==> config.mk <==
export PLATFORM = sky130hd
export DESIGN_NAME = ram_fifo_ctrl
export DESIGN_NICKNAME = d
export VERILOG_FILES = /design/src/rtl/ram_fifo_ctrl.sv
export SDC_FILE = /design/constraint.sdc
export NUM_CORES = 1
export LEC_CHECK = 0
export CAP_MARGIN = 0
export CORE_ASPECT_RATIO = 1.1
export CORE_UTILIZATION = 38
export DETAILED_ROUTE_END_ITERATION = 12
export GPL_ROUTABILITY_DRIVEN = 0
export GPL_TIMING_DRIVEN = 0
export PLACE_DENSITY = 0.82
export SLEW_MARGIN = 15
export SYNTH_ARGS = -nofsm -noshare
export SYNTH_HDL_FRONTEND = slang
export SYNTH_SLANG_ARGS = --single-unit
==> constraint.sdc <==
create_clock -name clk -period 4.4 [get_ports clk]
set_clock_uncertainty 0.2 [all_clocks]
set_input_delay 0.44 -clock clk [delete_from_list [all_inputs] [get_ports clk]]
set_output_delay 0.44 -clock clk [all_outputs]
set_load 0.05 [all_outputs]
==> src/rtl/ram_fifo_ctrl.sv <==
// Valid/ready FIFO controller wrapped around a dual-port RAM.
// Port A writes the input stream, port B feeds a registered output stage.
module ram_fifo_ctrl #(
   parameter int WIDTH      = 32,
   parameter int HEIGHT     = 48,
   parameter int INIT_COUNT = 0,
   localparam int AW        = $clog2(HEIGHT) + 1
) (
   input  logic             clk,
   input  logic             rst,
   input  logic             flush,
   input  logic [WIDTH-1:0] in_data,
   input  logic             in_valid,
   output logic             in_ready,
   output logic [WIDTH-1:0] out_data,
   output logic             out_valid,
   input  logic             out_ready,
   output logic [AW-1:0]    ram_addr_a,
   output logic [WIDTH-1:0] ram_data_a,
   output logic             ram_we_a,
   output logic [AW-1:0]    ram_addr_b,
   output logic [WIDTH-1:0] ram_data_b,
   output logic             ram_we_b,
   input  logic [WIDTH-1:0] ram_q_b,
   output logic [AW-1:0]    count,
   output logic             full,
   output logic             empty
);

   localparam logic [AW-1:0] ONE     = AW'(1);
   localparam logic [AW-1:0] LAST    = AW'(HEIGHT - 1);
   localparam logic [AW-1:0] DEPTH   = AW'(HEIGHT);
   localparam logic [AW-1:0] CNT_RST = AW'(INIT_COUNT);
   localparam logic [AW-1:0] WR_RST  =
      (INIT_COUNT == HEIGHT) ? '0 : AW'(INIT_COUNT);

   logic [AW-1:0] wr_ptr;
   logic [AW-1:0] rd_ptr;
   logic [AW-1:0] mem_count;
   logic          push;
   logic          load;

   // Depth need not be a power of two, so wrap explicitly.
   function automatic logic [AW-1:0] inc(input logic [AW-1:0] p);
      return (p == LAST) ? '0 : p + ONE;
   endfunction

   assign full     = (mem_count == DEPTH);
   assign in_ready = !full && !flush && !rst;
   assign push     = in_valid && in_ready;
   assign load     = (!out_valid || out_ready)
                   && (mem_count != '0) && !flush;

   assign ram_we_a   = push;
   assign ram_addr_a = wr_ptr;
   assign ram_data_a = in_data;
   assign ram_addr_b = rd_ptr;
   assign ram_data_b = '0;
   assign ram_we_b   = 1'b0;

   assign count = mem_count + {{(AW-1){1'b0}}, out_valid};
   assign empty = (count == '0);

   always_ff @(posedge clk) begin
      if (rst) begin
         wr_ptr    <= WR_RST;
         rd_ptr    <= '0;
         mem_count <= CNT_RST;
         out_valid <= 1'b0;
         out_data  <= '0;
      end else if (flush) begin
         wr_ptr    <= '0;
         rd_ptr    <= '0;
         mem_count <= '0;
         out_valid <= 1'b0;
      end else begin
         if (push) begin
            wr_ptr <= inc(wr_ptr);
         end
         if (load) begin
            out_data  <= ram_q_b;
            out_valid <= 1'b1;
            rd_ptr    <= inc(rd_ptr);
         end else if (out_valid && out_ready) begin
            out_valid <= 1'b0;
         end
         if (push && !load) begin
            mem_count <= mem_count + ONE;
         end else if (load && !push) begin
            mem_count <= mem_count - ONE;
         end
      end
   end

endmodule

Word-level counts from Yosys, hierarchy flattened
Index checks and enable logic that the tools add are counted.
{ "totals": {"ff_bits": 54, "inputBits": 69, "out_inout_bits": 123} }
{ "classes": {"addsub": 5, "n_eq_ne": 3, "muxes": 6, "bitwise_logic": 1, "reduce_logical": 21} }
{ "op_table": {"columns": ["op", "n"], "rows": [
  ["$mux 7", 4],
  ["$add 7x1->7 const B", 3],
  ["$eq 7x6->1 const B", 3],
  ["$logic_and 1x1->1", 8],
  ["$add 7x1->7", 1],
  ["$logic_not 7->1", 1],
  ["$reduce_bool 7->1", 1],
  ["$sub 7x1->7 const B", 1],
  ["$logic_not 1->1", 6],
  ["$reduce_bool 2->1", 2],
  ["$mux 1", 2],
  ["$reduce_and 2->1", 1],
  ["$reduce_or 2->1", 1],
  ["$logic_or 1x1->1", 1],
  ["$not 1->1", 1]
]} }

Longest topological paths before layout
{ "logic_depth": {"word_depth": 9, "mapped_depth": 12, "depth_no_buf": 10} }

Worst setup path before layout
Ideal clock, no wire load.
{ "synth_path": {"path_type": "flip-flop to output port", "startpoint": "reg out_valid", "endpoint": "out empty", "arrival_time_ns": 3.393, "setup_slack_ns": 0.367, "stages_incl_launch_ff": 6, "path_buffers": 0, "path_cell_list": "dfxtp_1 -> ha_1 -> and3_1 -> xor2_1 -> or4_1 -> nor4_1"} }
{ "synth_via": {"elab_chain_len": 2} }
{ "synth_lines": {"columns": ["element", "line", "source"], "rows": [
  ["start: declaration", "16", "output logic out_valid,"],
  ["start signal: assignment", "69", "out_valid <= 1'b0;"],
  ["start signal: assignment", "75", "out_valid <= 1'b0;"],
  ["start signal: assignment", "82", "out_valid <= 1'b1;"],
  ["$add 7x1->7", "61", "assign count = mem_count + {{(AW-1){1'b0}}, out_valid};"],
  ["net count[3]", "25", "output logic [AW-1:0] count,"],
  ["$logic_not 7->1", "62", "assign empty = (count == '0);"],
  ["end: declaration", "27", "output logic empty"]
]} }
The timed path passes the listed nets, and every way through them passes these cells.

Worst setup path in the final report
{ "layout_path": {"startpoint": "reg mem_count[1]", "endpoint": "reg mem_count[6]"} }
{ "layout_via": {"elab_chain_len": 8, "word_cells_on_any_way": 17} }
{ "layout_lines": {"columns": ["element", "line", "source"], "rows": [
  ["start: declaration", "39", "logic [AW-1:0] mem_count;"],
  ["start signal: assignment", "88", "mem_count <= mem_count + ONE;"],
  ["start signal: assignment", "90", "mem_count <= mem_count - ONE;"],
  ["branches (longest 8 deep; another with $sub 7x1->7)", null, null]
]} }
Several ways; the timed one is not identified. The select of a mux whose other input is x is not followed.
A chain may end at the register's enable or synchronous reset.

==> reports/metrics.csv <==
stage,metric,value,unit
power,switching pwr,1.112,mW
clock_tree,setup bufs post-CTS,0,
placement,Placed Cells,644,
setup_path,CP top delay family,simple AND/OR/NAND/NOR gates,
power,Internal,1.198,mW
setup_path,worst-path cell chain,or4_4 > or4_1 > buf_2 > buf_2 > nand2_1 > ha_1 > inv_1 > fa_1 > a211oi_1 > o21ai_0 > a31o_2 > a21oi_1,
yosys,mapped cell area,3142,um2
detailed_routing,drt wl/cell,12.79,um
yosys,"EDFF count, synth",0,
setup_path,CP startpoint kind,register,
global_route,met1 Use GR,0.2176,
die,Core Footprint,7955,um2
timing,hold_ws,0.2791,ns
power,VDD IR max,0.0002791,V
global_route,largest net degree at the start of global routing,18,
yosys,synth top area cells,"dfxtp_1 34%, buf_4 16%, a21oi_1 7.3%, nand3_1 6.4%, o21ai_0 5.9%",
timing,fmax,255.9,MHz
clock_tree,Skew-Pair Late Insertion Delay,0.30,ns
layout,diodes inserted,0,
yosys,synthesized flop and latch total,54,
yosys,Syn Area/Cell,8.290,um2
detailed_routing,DR iter-0 viols,118,
global_route,first-pass GRT wire length,13070,um
layout,share of layout cells above drive strength 1,0.1636,
die,die area,8636,um2
setup_path,CP endpoint kind,register,
timing,setup TNS,0,ns
die,io pins,192,
status,status,"complete, no violations",
setup_path,CP most frequent cell,buf_2,
detailed_routing,detailed-route DRC error count,0,
timing,final worst path period share,0.8881,
yosys,Cells after Synth,379,
die,Die Y,97.37,um
detailed_routing,Detail Route Antenna Nets,0,
detailed_routing,vias per cell,4.929,
yosys,Main synth FF type,dfxtp_1,
timing,Tmin final,3.908,ns
yosys,most common cell in the netlist,buf_4,
detailed_routing,vias,3214,
global_route,grt peak-use layer,met2,
timing,RSZ-0062 raised after global routing,false,
timing,Slew Limit Fails,0,
layout,area delta synth->final,51.81,%
clock_tree,CTS tree,done,
layout,fin cells,652,
yosys,async set or reset register ratio after synthesis,0,
yosys,post-synth top area share,0.3441,
clock_tree,cts repair resizes,0,
detailed_routing,Routed Wire Length,8339,um
layout,NumNets Final,623,
yosys,biggest area consumer among synthesized cells,dfxtp_1,
min_path,Hold Crit Class,in2reg,
setup_path,CP peak stage delay,0.62,ns
power,Clk pwr share,0.154,
yosys,Synth top cells by count,"65 x buf_4, 54 x dfxtp_1, 46 x a21oi_1",
timing,Worst-Margin Slew,0.5868,ns
global_route,grt total ovfl,0,
clock_tree,Worst-path clk slew,0.10,ns
placement,final HPWL from detailed placement,6584,um
global_route,initial antenna violation count,0,
yosys,"Seq/Total Area, Yosys",0.3441,
clock_tree,# clock sinks,54,
run,max cap viols,0,
placement,IO buf count,125,
placement,DP Worst Slack,0.4851,ns
clock_tree,CTS Hold Buffers Added,0,
timing,fin worst setup slack,0.4921,ns
global_route,gr usage total,0.1854,
clock_tree,Num CTS Buffers,5,
yosys,number of distinct library cells after synthesis,53,
timing,Fin. Hold Viols,0,
yosys,warning count from the yosys run,0,
setup_path,crit path buf inv count,3,
timing,max_slew headroom,0.6073,
power,Power Density,484.3,nW/um2
global_route,vias in the first global route,2866,
setup_path,"Max FO, Critical Path",10,
global_route,M3 GR Usage,0.04333,
setup_path,Worst EP arrival,3.94,ns
power,Design Power,2.310,mW
die,die span in x,88.70,um
setup_path,Worst Setup Path Type,reg2reg,
timing,final setup violating endpoints,0,
die,row cnt,34,
power,leakage power,1.913,nW
setup_path,Critical Path Slowest Stage Cell,or4_4,
power,Reg power frac,0.273,
die,Starting Density,0.3949,
detailed_routing,TritonRoute pass-1 iters,4,
clock_tree,H-Tree Depth,2,
power,Sw Ratio,0.4815,
clock_tree,Longest Clk Path Bufs,2,
setup_path,R2R Setup Slk,0.49,ns
clock_tree,clk root buf,clkbuf_8,
global_route,GR Util met2,0.3284,
setup_path,Worst EP required,4.43,ns
power,combinational share of power,0.572,
[cell usage in the layout (no fill, tap or decap), types with 2 or more instances in the layout]
cell and instances:
and3_1 2, nand3_1 40, xor2_1 5, conb_1 33
nand4_1 3, nor4_1 3, inv_1 3, a211o_1 2
clkdlybuf4s50_1 125, o41ai_1 2, clkbuf_8 6, nor2_1 11
nand2b_1 3, or4b_2 2, nand2_1 11, xnor2_1 3
a21oi_1 46, a21o_1 2, o31ai_1 4, a211oi_1 3
nor3_1 3, o21ai_0 37, ha_1 10, nor3b_1 2
mux2i_1 2, buf_2 6, a31o_2 2, and2_1 3
clkbuf_1 17, or4_1 6, nor2b_1 3, buf_4 65
dfxtp_1 54, o21ai_1 2
[worst register-to-register path: stages, from the launching register on]
cell and delay [ns]:
dfxtp_1 0.39, or4_4 0.62, or4_1 0.40, buf_2 0.20, buf_2 0.21, nand2_1 0.08, ha_1 0.22, inv_1 0.16
fa_1 0.45, a211oi_1 0.39, o21ai_0 0.18, a31o_2 0.22, a21oi_1 0.13
[state kept, by name, summed over array words and instances (netlist names)]
name and cells:
out_data 32, ram_addr_a 7, ram_addr_b 7, mem_count 7, out_valid 1
[layout make-up]
type                       instances  area (um2)
buffer                            88       581.8
timing repair buffer             125        1251
fill                             687        3186
clock buffer                       6       82.58
tap                              108       135.1
multi-input combinational        266        1588
sequential                        54        1081
inverter                           3       11.26
clock inverter                     2       38.79
[power by group through the flow]
stage                     clock network [mW]  registers (mW)  logic [mW]
after detailed placement                   0           0.643        1.32
after global routing                   0.381           0.643        1.42
after floorplan                            0           0.869       0.713
final                                  0.357           0.632        1.32
after global placement                     0           0.639        1.30
after CTS                              0.365           0.632        1.33
[final timing paths]
kind / from / depth (start not counted) / to
max: mem_count[1] / 12 / mem_count[6]
max reg2reg: mem_count[1] / 12 / mem_count[6]
min: rst / 2 / out_data[25]
min reg2reg: out_data[30] / 2 / out_data[30]
[per-stage QoR]
stage               cell area [um2]  utilization
floorplan                      3262            -
global placement               4648       0.5843
detailed placement             4648       0.5843
CTS                            4770       0.5996
global route                   4770       0.5996
finish                         4770       0.5996
[routing by layer]
metal | vias to the layer above | routed length [um]
li1 | 1594 | -
met1 | 1482 | 3373
met2 | 126 | 4252
met3 | 12 | 587
met4 | 0 | 125
met5 | - | 0
[kinds of logic (layout without fill, tap and decap cells)]
| kind of cell | Yosys count | count (layout) | share of synthesized area |
|---|---|---|---|
| AO/OA/AOI/OAI | 110 | 110 | 0.2063 |
| AND/OR/NAND/NOR | 102 | 102 | 0.1848 |
| buffers and inverters | 91 | 224 | 0.1888 |
| flip-flops | 54 | 54 | 0.3441 |
| adder cells (fa/ha/maj) | 11 | 11 | 0.04620 |
| XOR/XNOR | 8 | 8 | 0.02230 |
| multiplexers | 2 | 2 | 0.006372 |
| other | 1 | 33 | 0.001194 |
(Power assumes the default switching activity.)
